## config.mk

```make
export PLATFORM = sky130hd
export DESIGN_NAME = raw_binning_gray
export DESIGN_NICKNAME = d
export VERILOG_FILES = /design/src/rtl/raw_binning_gray.sv
export SDC_FILE = /design/constraint.sdc
export NUM_CORES = 2
export LEC_CHECK = 0
export CAP_MARGIN = 20
export CORE_MARGIN = 2
export CORE_UTILIZATION = 55
export DETAILED_ROUTE_END_ITERATION = 16
export PLACE_DENSITY_LB_ADDON = 0.05
export SYNTH_ARGS = -nofsm -noshare
export SYNTH_HDL_FRONTEND = slang
export SYNTH_SLANG_ARGS = --single-unit
```

## constraint.sdc

```tcl
create_clock -name clk -period 14.8 [get_ports clk]
set_input_delay 2.96 -clock clk [delete_from_list [all_inputs] [get_ports clk]]
set_output_delay 2.96 -clock clk [all_outputs]
set_load 0.01 [all_outputs]
```

## src/rtl/raw_binning_gray.sv

```systemverilog
// rtl/raw_binning_gray.sv - 2x2 binning of an 8-bit RAW/gray pixel stream with per-frame status
module raw_binning_gray #(
    parameter int IMG_HDISP = 640,
    parameter int IMG_VDISP = 480
) (
    input  logic        clk,
    input  logic        rst_n,
    input  logic        per_frame_vsync,
    input  logic        per_frame_href,
    input  logic        per_frame_clken,
    input  logic [7:0]  per_img_raw,
    output logic        post_frame_vsync,
    output logic        post_frame_href,
    output logic        post_frame_clken,
    output logic [7:0]  post_img_gray,
    output logic        frame_done,
    output logic [17:0] frame_pix_cnt,
    output logic        line_err
);

    localparam int XB   = $clog2(IMG_HDISP + 1);
    localparam int XW   = (XB > 10) ? XB : 10;
    localparam int HALF = IMG_HDISP / 2;
    localparam int AW   = (HALF > 1) ? $clog2(HALF) : 1;
    localparam logic [XW-1:0] X_END = XW'(IMG_HDISP);

    if ((IMG_HDISP % 2) != 0 || IMG_HDISP < 4 || (IMG_VDISP % 2) != 0 || IMG_VDISP < 2) begin : g_param_check
        $error("raw_binning_gray: image geometry must be even with HDISP >= 4 and VDISP >= 2");
    end

    logic          vsync_d;
    logic          href_d;
    logic          armed;      // a low vsync has been seen since reset, so the next rise is a real frame start
    logic          in_frame;
    logic [XW-1:0] x;
    logic          x_ovf;      // pixels arrived after the line was already full
    logic          row_odd;
    logic [7:0]    pix_e;
    logic [17:0]   pix_cnt;
    logic [8:0]    linebuf [HALF];

    logic          vs_rise;
    logic          vs_fall;
    logic          hs_fall;
    logic          accept;
    logic          take;
    logic          extra;
    logic [XW-1:0] x_cur;
    logic          row_cur;
    logic [8:0]    pair_sum;
    logic [AW-1:0] lb_idx;
    logic [9:0]    total;
    logic          line_bad;
    logic          emit;

    // Edge decode and per-pixel datapath; a vs_rise cycle sees x and row already restarted
    assign vs_rise  = per_frame_vsync & ~vsync_d & armed;
    assign vs_fall  = ~per_frame_vsync & vsync_d & in_frame;
    assign hs_fall  = ~per_frame_href & href_d;
    assign accept   = per_frame_href & per_frame_clken & (in_frame | vs_rise);
    assign x_cur    = vs_rise ? '0 : x;
    assign row_cur  = vs_rise ? 1'b0 : row_odd;
    assign take     = accept & (x_cur != X_END);
    assign extra    = accept & (x_cur == X_END);
    assign pair_sum = {1'b0, pix_e} + {1'b0, per_img_raw};
    assign lb_idx   = AW'(x_cur >> 1);
    assign total    = {1'b0, linebuf[lb_idx]} + {1'b0, pair_sum};
    assign line_bad = (x != X_END) | x_ovf;
    assign emit     = take & x_cur[0] & row_cur;

    // Frame/line tracking: edge registers, column counter, row parity and line error
    always_ff @(posedge clk or negedge rst_n) begin
        if (!rst_n) begin
            vsync_d  <= 1'b0;
            href_d   <= 1'b0;
            armed    <= 1'b0;
            in_frame <= 1'b0;
            x        <= '0;
            x_ovf    <= 1'b0;
            row_odd  <= 1'b0;
            pix_e    <= '0;
            line_err <= 1'b0;
        end else begin
            vsync_d <= per_frame_vsync;
            href_d  <= per_frame_href;
            armed   <= armed | ~per_frame_vsync;

            if (vs_rise) begin
                in_frame <= 1'b1;
            end else if (vs_fall) begin
                in_frame <= 1'b0;
            end

            if (hs_fall) begin
                x     <= '0;
                x_ovf <= 1'b0;
            end else begin
                if (take) begin
                    x <= x_cur + 1'b1;
                end else if (vs_rise) begin
                    x <= '0;
                end
                if (vs_rise) begin
                    x_ovf <= 1'b0;
                end else if (extra) begin
                    x_ovf <= 1'b1;
                end
            end

            if (vs_rise) begin
                row_odd <= 1'b0;
            end else if (hs_fall && per_frame_vsync && in_frame) begin
                row_odd <= ~row_odd;
            end

            if (take && !x_cur[0]) begin
                pix_e <= per_img_raw;
            end

            if (vs_rise) begin
                line_err <= 1'b0;
            end else if (hs_fall && in_frame && line_bad) begin
                line_err <= 1'b1;
            end
        end
    end

    // Even rows park their horizontal pair sums for the odd row that follows
    always_ff @(posedge clk) begin
        if (take && x_cur[0] && !row_cur) begin
            linebuf[lb_idx] <= pair_sum;
        end
    end

    // Output stage and per-frame pixel accounting
    always_ff @(posedge clk or negedge rst_n) begin
        if (!rst_n) begin
            post_frame_vsync <= 1'b0;
            post_frame_href  <= 1'b0;
            post_frame_clken <= 1'b0;
            post_img_gray    <= '0;
            pix_cnt          <= '0;
            frame_pix_cnt    <= '0;
            frame_done       <= 1'b0;
        end else begin
            post_frame_vsync <= per_frame_vsync;
            post_frame_href  <= per_frame_href & row_cur;
            post_frame_clken <= emit;
            if (emit) begin
                post_img_gray <= 8'(total >> 2);
            end

            if (vs_rise) begin
                pix_cnt <= '0;
            end else if (post_frame_clken) begin
                pix_cnt <= pix_cnt + 18'd1;
            end

            // A strobe still in the output register belongs to the frame that is closing
            if (vs_fall) begin
                frame_pix_cnt <= pix_cnt + 18'(post_frame_clken);
            end
            frame_done <= vs_fall;
        end
    end

endmodule

```

==> flow_summary.toml <==
[outcome]
outcome = "completed"

[drt]
wl_met1_mm = 130
drc = 0
highest_layer = "met5"
drt_iter0_markers = 9742
finalWirelength_mm = 324
drt_pass1_iterations = 6
antenna_left = 0
met2_length_mm = 147
vias_per_cell = 6.82
wl_per_cell_um = 33.4
num_vias = 66248
wl_met3_mm = 32.7

[clock_network]
cts.sinks = 2952
clk_latency_ns = 0.95
cts_setup_buffers = 0
cts_made_buffers = 310
clockBufferDepth = 4
cts_hold_buf = 0
cts_tree = "yes"
cts.repair.resized = 0
htree_levels = 5
cts.clk_slew.worst_paths_ns = 0.06
cts_root_buffer = "clkbuf_16"

[timing]
rsz0062_at_grt = "no"
fin_crit_sh = 0.621
fin_crit_ns = 9.20
slew_headroom = 0.0899
clock_skew_ns = 0.0325
worst_slew_pin_slew_ns = 1.36
finalSetupViolCount = 0
slew_violations = 0
setup_tns_ns = 0
fmax_mhz = 109
setup_ws_ns = 5.60
hold_viol = 0

[global_route]
grt_remaining_overflow = 0
antenna_found_initial = 17
track_usage = 0.314
grt_max_degree = 235
grt_pass1_wl_mm = 462
grt_pass1_vias = 63322

[logic_synthesis]
yosys.area.top_type = "edfxtp_1"
netlist_instances = 6780
synthMostInstantiatedCell = "edfxtp_1"
synth_cell_types = 82
async_flop_share = 0.0244
synth_ff_type = "edfxtp_1"
ys_ff_latch = 2952
synth_common_cells = "edfxtp_1 (2880), o22ai_1 (1338), o21ai_0 (740)"
syn-cell-area_um2 = 110000
yosysWarningCount = 0
syn_nets = 6817
yosysSeqAreaShare = 0.804
synth_edf_count = 2880
synth.top_cell.area_share = 0.788
synth_area_per_cell_um2 = 16.2
synth_area_leaders = "edfxtp_1 (79%), o22ai_1 (7.6%), o21ai_0 (3.4%), dfrtp_1 (1.6%), nor2_1 (1.4%)"

[cells_and_area]
layout-drive-gt1-share = 0.0983
instances_no_fill = 9708
fillers = 14571
area_growth_pct = 12.0
multi_input_area_um2 = 19600
fin_nets = 6851
ff_latch_area_um2 = 88300

[flow_run]
drv_cap = 0

[floorplan]
die_h_um = 451
die-area_um2 = 203000
pin_count = 44
rows = 164
start_util = 0.552
die_x_um = 451
core_um2 = 199000

[place]
place_hpwl_mm = 182
pre_cts_ws_ns = 5.05
io_buffers = 43
dp_cells = 9128
gp_congestion = 0.874

[power]
max-vdd-ir-drop_mv = 0.184
leakage_nw = 37.4
p_per_area_nw_per_um2 = 162

[setup_path]
critical_path_required_ns = 15.63
path_max_fanout = 129
max_stage_delay_ns = 1.13
worstPathArrival_ns = 10.02
reg2reg_to = "post_img_gray[7]$_DFFE_PN0P_"
r2r-start = "x[1]$_DFF_PN0_"
worst_path_max_delay_cell = "a211oi_1"
critical_path_class = "input port to flop"
reg2reg_slack_ns = 7.32
cp_top_family = "compound AO/OA/AOI/OAI gates"
cp_cell_sequence = "clkdlybuf4s50_1 -> and3b_4 -> buf_4 -> nor2_4 -> buf_4 -> buf_12 -> o22ai_1 -> o21ai_0 -> nand4_1 -> a211oi_1 -> a22oi_1 -> nand3_1 -> nand2_1 -> a31oi_1 -> ha_1 -> and2_1 -> a22o_1 -> a311oi_2 -> a211oi_2 -> o21a_1 -> o22a_1"
crit_buf_inv = 4
endpoint_kind = "flop"
critPathMostFrequentCell = "buf_4"
ff2ff_path_depth = 20
start_kind = "input port"

[worst_hold_path]
hold_class = "flop to flop"
min_to = "frame_pix_cnt[0]$_DFFE_PN0P_"
hold_path_depth = 2
min_from = "frame_pix_cnt[0]$_DFFE_PN0P_"
-- worst reg2reg max path: stages, from the launching register on --
cell	delay [ns]
dfrtp_4	0.70
buf_4	0.74
nor2_1	0.35
nor2_4	0.19
buf_4	0.49
buf_12	0.47
o22ai_1	0.46
o21ai_0	0.26
nand4_1	0.17
a211oi_1	1.13
a22oi_1	0.24
nand3_1	0.16
nand2_1	0.09
a31oi_1	0.17
ha_1	0.29
and2_1	0.18
a22o_1	0.21
a311oi_2	0.47
a211oi_2	0.16
o21a_1	0.24
o22a_1	0.19
-- how the worst max path moves through the flow --
stage / start / to / slack [ns] / cells after the start
floorplan: per_img_raw[0] / post_img_gray[7]$_DFFE_PN0P_ / 0.50 / 14
global placement: per_frame_vsync / post_img_gray[7]$_DFFE_PN0P_ / 5.04 / 21
detailed placement: per_frame_vsync / post_img_gray[7]$_DFFE_PN0P_ / 5.05 / 22
CTS: per_frame_vsync / post_img_gray[7]$_DFFE_PN0P_ / 6.02 / 22
global route: per_frame_vsync / post_img_gray[5]$_DFFE_PN0P_ / 5.57 / 21
finish: per_frame_vsync / post_img_gray[7]$_DFFE_PN0P_ / 5.60 / 21
-- metrics by stage --
stage | hold WS [ns] | utilization | area [um2] | power (mW)
detailed placement | 0.464 | 0.569 | 113000 | 12.7
global route | 0.508 | 0.618 | 123000 | 20.5
floorplan | 0.485 | - | 110000 | 12.2
global placement | 0.464 | 0.568 | 113000 | 12.7
finish | 0.473 | 0.618 | 123000 | 19.9
CTS | 0.478 | 0.616 | 123000 | 20.0
-- final cells by class --
cell class / count / share of cell area
inverters: 19 / 0.000641
diodes: 13 / 0.000265
clock inverters: 148 / 0.00881
clock buffers: 389 / 0.0676
repair buffers: 232 / 0.0177
multi-input cells: 3299 / 0.160
well taps: 2656 / 0.0270
flip-flops and latches: 2952 / 0.718
-- cells by family after synthesis --
group / Yosys count / synth area share
and+or+nand+nor: 816 / 0.0343
xor gates and xnor gates: 47 / 0.00375
AOI/OAI and AO/OA: 2336 / 0.128
adders and majority gates: 24 / 0.00280
muxes: 76 / 0.00807
buffers and inverters: 529 / 0.0194
DFF: 2952 / 0.804
-- cell usage in the layout (no fill, tap or decap), types with 65 or more instances in the layout --
cell	count
dfrtp_1	69
edfxtp_1	2880
nand2_1	93
nor2_1	400
o21ai_0	739
clkinv_1	65
o22ai_1	1338
nand4_1	138
buf_4	152
clkbuf_16	318
a21oi_1	65
-- state kept, by name, summed over array words and instances (netlist names) --
signal            flops
linebuf            2880
in_frame              1
post_frame_vsync      1
href_d                1
x_ovf                 1
pix_cnt              18
frame_pix_cnt        18
armed                 1
line_err              1
x                    10
pix_e                 8
row_odd               1
frame_done            1
post_img_gray         8
post_frame_clken      1
post_frame_href       1
-- report_power, final --
part	switching [mW]	leakage, nW	total (mW)	internal (mW)
combinational	1.74	5.90	2.00	0.253
clock	3.11	4.61	7.33	4.22
sequential	0.0215	26.9	10.6	10.6
total	4.87	37.4	19.9	15.1
-- layer usage --
| metal | up-vias | GRT usage |
|---|---|---|
| met2 | 3712 | 0.472 |
| met1 | 33982 | 0.451 |
| met3 | 683 | 0.0696 |
| li1 | 27863 | - |
| met5 | - | 0 |
| met4 | 8 | 0.126 |
Power figures use the tool's default switching activity.
